<file path="src/rtl/pcle_pkg.sv">
// Shared types and constants for the pcle loadable counter sequencer.
package pcle_pkg;

    localparam int PCLE_WIDTH = 8;

    typedef enum logic [1:0] {
        IDLE = 2'd0,
        RUN  = 2'd1,
        HALT = 2'd2
    } state_t;

endpackage

</file>
<file path="src/rtl/pcle_next.sv">
// Combinational next-count datapath: load mux, increment and wrap detection.
module pcle_next
    import pcle_pkg::*;
#(
    parameter int WIDTH = PCLE_WIDTH
) (
    input  logic [WIDTH-1:0] count,
    input  logic [WIDTH-1:0] ld_data,
    input  logic             load,
    input  logic             inc,
    output logic [WIDTH-1:0] next_count,
    output logic             wrap
);

    // NOTE: every output gets a default first so no path through the block can infer a latch.
    always_comb begin
        next_count = count;
        wrap       = 1'b0;
        if (load) begin
            next_count = ld_data;
        end else if (inc) begin
            next_count = count + 1'b1;
            wrap       = &count;
        end
    end

endmodule

</file>
<file path="src/rtl/pcle_seq.sv">
// Loadable up-counter with IDLE/RUN/HALT sequencing, terminal-count halt and
// registered carry/done pulses.
module pcle_seq
    import pcle_pkg::*;
#(
    parameter int WIDTH   = PCLE_WIDTH,
    parameter bit TC_HALT = 1'b1
) (
    input  logic             clk,
    input  logic             rst_n,
    input  logic             clr,
    input  logic             ld_valid,
    output logic             ld_ready,
    input  logic [WIDTH-1:0] ld_data,
    input  logic             start,
    input  logic             cnt_en,
    output logic [WIDTH-1:0] count,
    output logic             carry,
    output logic             busy,
    output logic             done
);

    state_t           state, state_next;
    logic             load, inc, wrap;
    logic [WIDTH-1:0] next_count;

    // ld_ready and busy depend on state only, so no input reaches an output combinationally.
    assign ld_ready = (state != RUN);
    assign busy     = (state == RUN);
    assign load     = ld_valid & ld_ready;
    assign inc      = (state == RUN) & cnt_en;

    pcle_next #(.WIDTH(WIDTH)) u_next (
        .count      (count),
        .ld_data    (ld_data),
        .load       (load),
        .inc        (inc),
        .next_count (next_count),
        .wrap       (wrap)
    );

    always_comb begin
        state_next = state;
        if (load) begin
            state_next = IDLE;
        end else if (start && state != RUN) begin
            state_next = RUN;
        end else if (wrap && TC_HALT) begin
            state_next = HALT;
        end
    end

    // NOTE: sequential state uses non-blocking assignments so all registers update from pre-edge values.
    always_ff @(posedge clk or negedge rst_n) begin
        if (!rst_n) begin
            state <= IDLE;
            count <= '0;
            carry <= 1'b0;
            done  <= 1'b0;
        end else if (clr) begin
            state <= IDLE;
            count <= '0;
            carry <= 1'b0;
            done  <= 1'b0;
        end else begin
            state <= state_next;
            count <= next_count;
            carry <= wrap;
            done  <= wrap & TC_HALT;
        end
    end

endmodule

</file>
<file path="config.mk">
export PLATFORM = sky130hd
export DESIGN_NAME = pcle_seq
export DESIGN_NICKNAME = d
export VERILOG_FILES = /design/src/rtl/pcle_pkg.sv /design/src/rtl/pcle_next.sv /design/src/rtl/pcle_seq.sv
export SDC_FILE = /design/constraint.sdc
export NUM_CORES = 1
export LEC_CHECK = 0
export ABC_AREA = 1
export CORE_MARGIN = 4
export CORE_UTILIZATION = 46
export CTS_CLUSTER_SIZE = 28
export DETAILED_ROUTE_END_ITERATION = 6
export GPL_ROUTABILITY_DRIVEN = 0
export GPL_TIMING_DRIVEN = 0
export HOLD_SLACK_MARGIN = 0.1
export PLACE_DENSITY = 0.89
export SYNTH_ARGS = -nofsm -noshare
export SYNTH_HDL_FRONTEND = slang
export SYNTH_SLANG_ARGS = --single-unit
</file>
<file path="constraint.sdc">
create_clock -name clk -period 4 [get_ports clk]
set_clock_uncertainty 0.2 [all_clocks]
set_input_delay 0.8 -clock clk [delete_from_list [all_inputs] [get_ports clk]]
set_output_delay 0.8 -clock clk [all_outputs]
set_load 0.03 [all_outputs]
</file>
After elaboration in Yosys (flattened, before gate mapping)

Index checks and enable logic that the tools add are counted.
W data, S select, Z words.

Flip-flop bits (word level): 11
Input port bits: 14

Bitwise gates (word level): 2
Reductions and logical operators: 4
$add $sub $neg: 1
Muxes and demuxes: 10
Equal/unequal tests: 2

Operators with widths:

| kind                  | number |
|---|---|
| $mux W8               | 3 |
| $add A8 B1 Y8 const B | 1 |
| $mux W2               | 4 |
| $reduce_and A8 Y1     | 1 |
| $reduce_bool A4 Y1    | 1 |
| $mux W1               | 3 |
| $reduce_bool A3 Y1    | 1 |
| $and A1 B1 Y1         | 2 |
| $eq A2 B1 Y1 const B  | 1 |
| $ne A2 B1 Y1 const B  | 1 |
| $logic_and A1 B1 Y1   | 1 |

Depth between registers and ports, before layout

Word-level depth: 8
Mapped depth: 8
Depth with buffers taken out: 8

Modules after synthesis

From an unflattened synthesis, not the netlist that was laid out.

Cell total of the unflattened synthesis: 107
Area total of the unflattened synthesis: 744.5 µm²

By module, submodules not included:

| module    | cells an instance | times used | area an instance (µm²) |
|---|---|---|---|
| pcle_seq  | 47                | 1          | 464.2 |
| pcle_next | 60                | 1          | 280.3 |

Worst setup path before layout

Ideal clock, no wire load.

Path type: register -> output
From: register state[1]
To: output port busy
Setup slack: 2.173 ns
Arrival: 0.827 ns
Buffers on the path: 0
Cell stages (with the launch flop): 4
Data required time: 3.000 ns
Path through: dfrtp_1 > inv_2 > nand2_2 > inv_1

Cells in the longest elaborated chain, start to end: 1

RTL lines:

| item                     | line           | source |
|---|---|---|
| start: declaration       | pcle_seq.sv:23 | `state_t state, state_next;` |
| start signal: assignment | pcle_seq.sv:66 | `state <= state_next;` |
| $eq A2 B1 Y1             | pcle_seq.sv:29 | `assign busy = (state == RUN);` |
| end: declaration         | pcle_seq.sv:19 | `output logic busy,` |

No other way between the ends.

Final worst setup path

Ends and elaborated chain as after synthesis.

==> impl_metrics.toml <==
[die]
die-area_um2 = 2264
floorplan.core_area_um2 = 1489
start_util = 0.4840
die_w_um = 47.58
ios = 26
floorplan.die.height_um = 47.58
num_rows = 14

[routing]
wl_per_cell_um = 12.22
drc = 0
first_iter_violations = 12
finalWirelength_mm = 1.809
vias = 753
viasPerCell = 5.088
detail-route-antenna-nets = 0
drtPass1Iterations = 4

[logic_synthesis]
synth-xor-area-share = 0.01215
synth-simple-area-share = 0.4462
synth_nets = 118
synth_top_family_by_area = "simple AND/OR/NAND/NOR gates"
netlist_instances = 103
syn-cell-area_um2 = 720.7
synth_fa_ha_area_frac = 0.01736
yosysSeqAreaShare = 0.3819
ys_ff_latch = 11
synthMuxAreaShare = 0
synth.avg_cell_area_um2 = 6.997
yosys.cell_types.count = 20
synth_compound_area_frac = 0.05556
ys_warn_count = 0

[critical_path]
timing.rr.start = "count[0]"
reg2reg_slack_ns = 2.49
worstPathRequired_ns = 3.00
rr_endpoint = "state[1]"
path_cells = "inv_2 > nand2_2 > inv_1 > clkdlybuf4s50_1"
arrival_ns = 1.54
worstRegToRegCells = 5
timing.critical_path.fanout_max = 5
critPathLaunchType = "flop"
crit_path_top_delay_cell = "clkdlybuf4s50_1"
end_kind = "output pin"
crit_type = "reg -> out"
crit_path_max_incr_delay_ns = 0.66

[power_and_ir_drop]
p_total_uw = 321.7
ir_drop_uv = 181.6
power.density_nw_per_um2 = 316.3
p_leak_nw = 0.4837

[sta]
worstMarginPinSlew_ns = 0.5263
slew_viol_final = 0
finalHoldViolCount = 0
fmax_mhz = 394.3
final.setup.tns_ns = 0
fin_crit_ns = 2.536
whs_ns = 0.3371
finalCritPeriodShare = 0.6340
rsz0062_at_grt = "no"
slew_headroom = 0.6481
worst_slack_ns = 1.464
setup_violations = 0

[cts]
clock_sinks = 11
htreeDepth = 1
cts_tree = "built"
post_cts_resized = 0
postCtsHoldBufs = 0
cts_buffers = 3
path_clk_slew_ns = 0.08
clk-insertion-delay-late_ns = 0.27
clockBufferDepth = 2
cts_setup_buffers = 0
cts_root_buf = "clkbuf_4"

[layout]
multi_input_area_um2 = 382.9
layout_common_cells = "nand2_1, clkdlybuf4s50_1, nor2_1"
final_common_cell = "nand2_1"
stdcell_count = 148
nFillCells = 129
fin_nets = 148
n_antenna_cell = 0
synthToLayoutAreaGrowth_pct = 41.15
seqCellArea_um2 = 275.3
final_core_util = 0.6832
fin_area_um2 = 1017
final_layout_size_suffix_gt1_frac = 0.09091

[global_routing]
grt_pass1_wl_mm = 2.891
grt_overflow = 0
grt.total_usage = 0.1774
antenna_found_initial = 0
grt_max_degree = 12
grt_pass1_vias = 701

[placed_design]
portBuffers = 25
post-place-ws_ns = 1.761
place_area_um2 = 991.0
dp_hpwl_mm = 1.413
dp_cells = 144

[min_path]
whs_path_depth = 2
hold_class = "reg -> reg"
hp-start = "count[1]"
whs_endpoint = "count[1]"

[status]
status = "completed"

[flow_run]
cap_violations = 0
## synthesized netlist by cell type
cell | n | area share
o21ai_1 | 2 | 0.014
or2_0 | 1 | 0.0087
clkinv_2 | 1 | 0.0069
nand4_1 | 1 | 0.0087
buf_12 | 1 | 0.028
inv_1 | 7 | 0.036
xnor2_1 | 1 | 0.012
nand3_4 | 1 | 0.024
nand3_1 | 13 | 0.090
nor2_1 | 15 | 0.078
a21oi_1 | 2 | 0.014
o21ai_0 | 4 | 0.028
nand2_2 | 1 | 0.0087
or2_2 | 1 | 0.0087
inv_2 | 1 | 0.0052
nand2_4 | 2 | 0.031
nand2_1 | 36 | 0.19
ha_1 | 1 | 0.017
dfrtp_1 | 11 | 0.38
buf_4 | 1 | 0.010
## registers in the layout, indices dropped and copies added (netlist names)
register / flops
state: 2
done: 1
count: 8
## worst max-delay path, delay by kind of cell, from the launching register on
kind / cells / cell delay [ns]
DFF: 1 / 0.38
and+or+nand+nor: 1 / 0.09
buffers and inverters: 3 / 0.79
## metal layers
metal / up-vias / track usage / wire length [um]
met5: - / 0 / 0
met4: 0 / 0.06452 / 19
met3: 2 / 0.02632 / 97
met2: 19 / 0.3235 / 951
met1: 346 / 0.2087 / 740
li1: 386 / - / -
## worst max-delay path by stage
| stage | slack, ns | from | endpoint |
|---|---|---|---|
| floorplan | 2.17 | state[1] | busy |
| global placement | 1.78 | state[1] | busy |
| detailed placement | 1.76 | state[1] | busy |
| CTS | 1.46 | state[1] | busy |
| global route | 1.42 | state[1] | busy |
| finish | 1.46 | state[1] | busy |
## cells by family after synthesis
logic type	after synthesis
buf+inv	11
flops	11
xor+xnor	1
compound gates	8
simple gates	71
fa+ha+maj	1
## report_power, final
group / internal [mW] / leakage [nW] / switching (mW)
Clock: 0.0386 / 0.0150 / 0.0398
Combinational: 0.0484 / 0.323 / 0.0589
Sequential: 0.121 / 0.146 / 0.0147
Total: 0.208 / 0.484 / 0.113
## layout make-up
cell class                 count  share of cell area
inverter                       9             0.03444
multi-input combinational     81              0.3764
tap                           16             0.01968
clock buffer                   4             0.02583
buffer                         2             0.02706
timing repair buffer          25              0.2460
sequential                    11              0.2706
(Power assumes the default switching activity.)
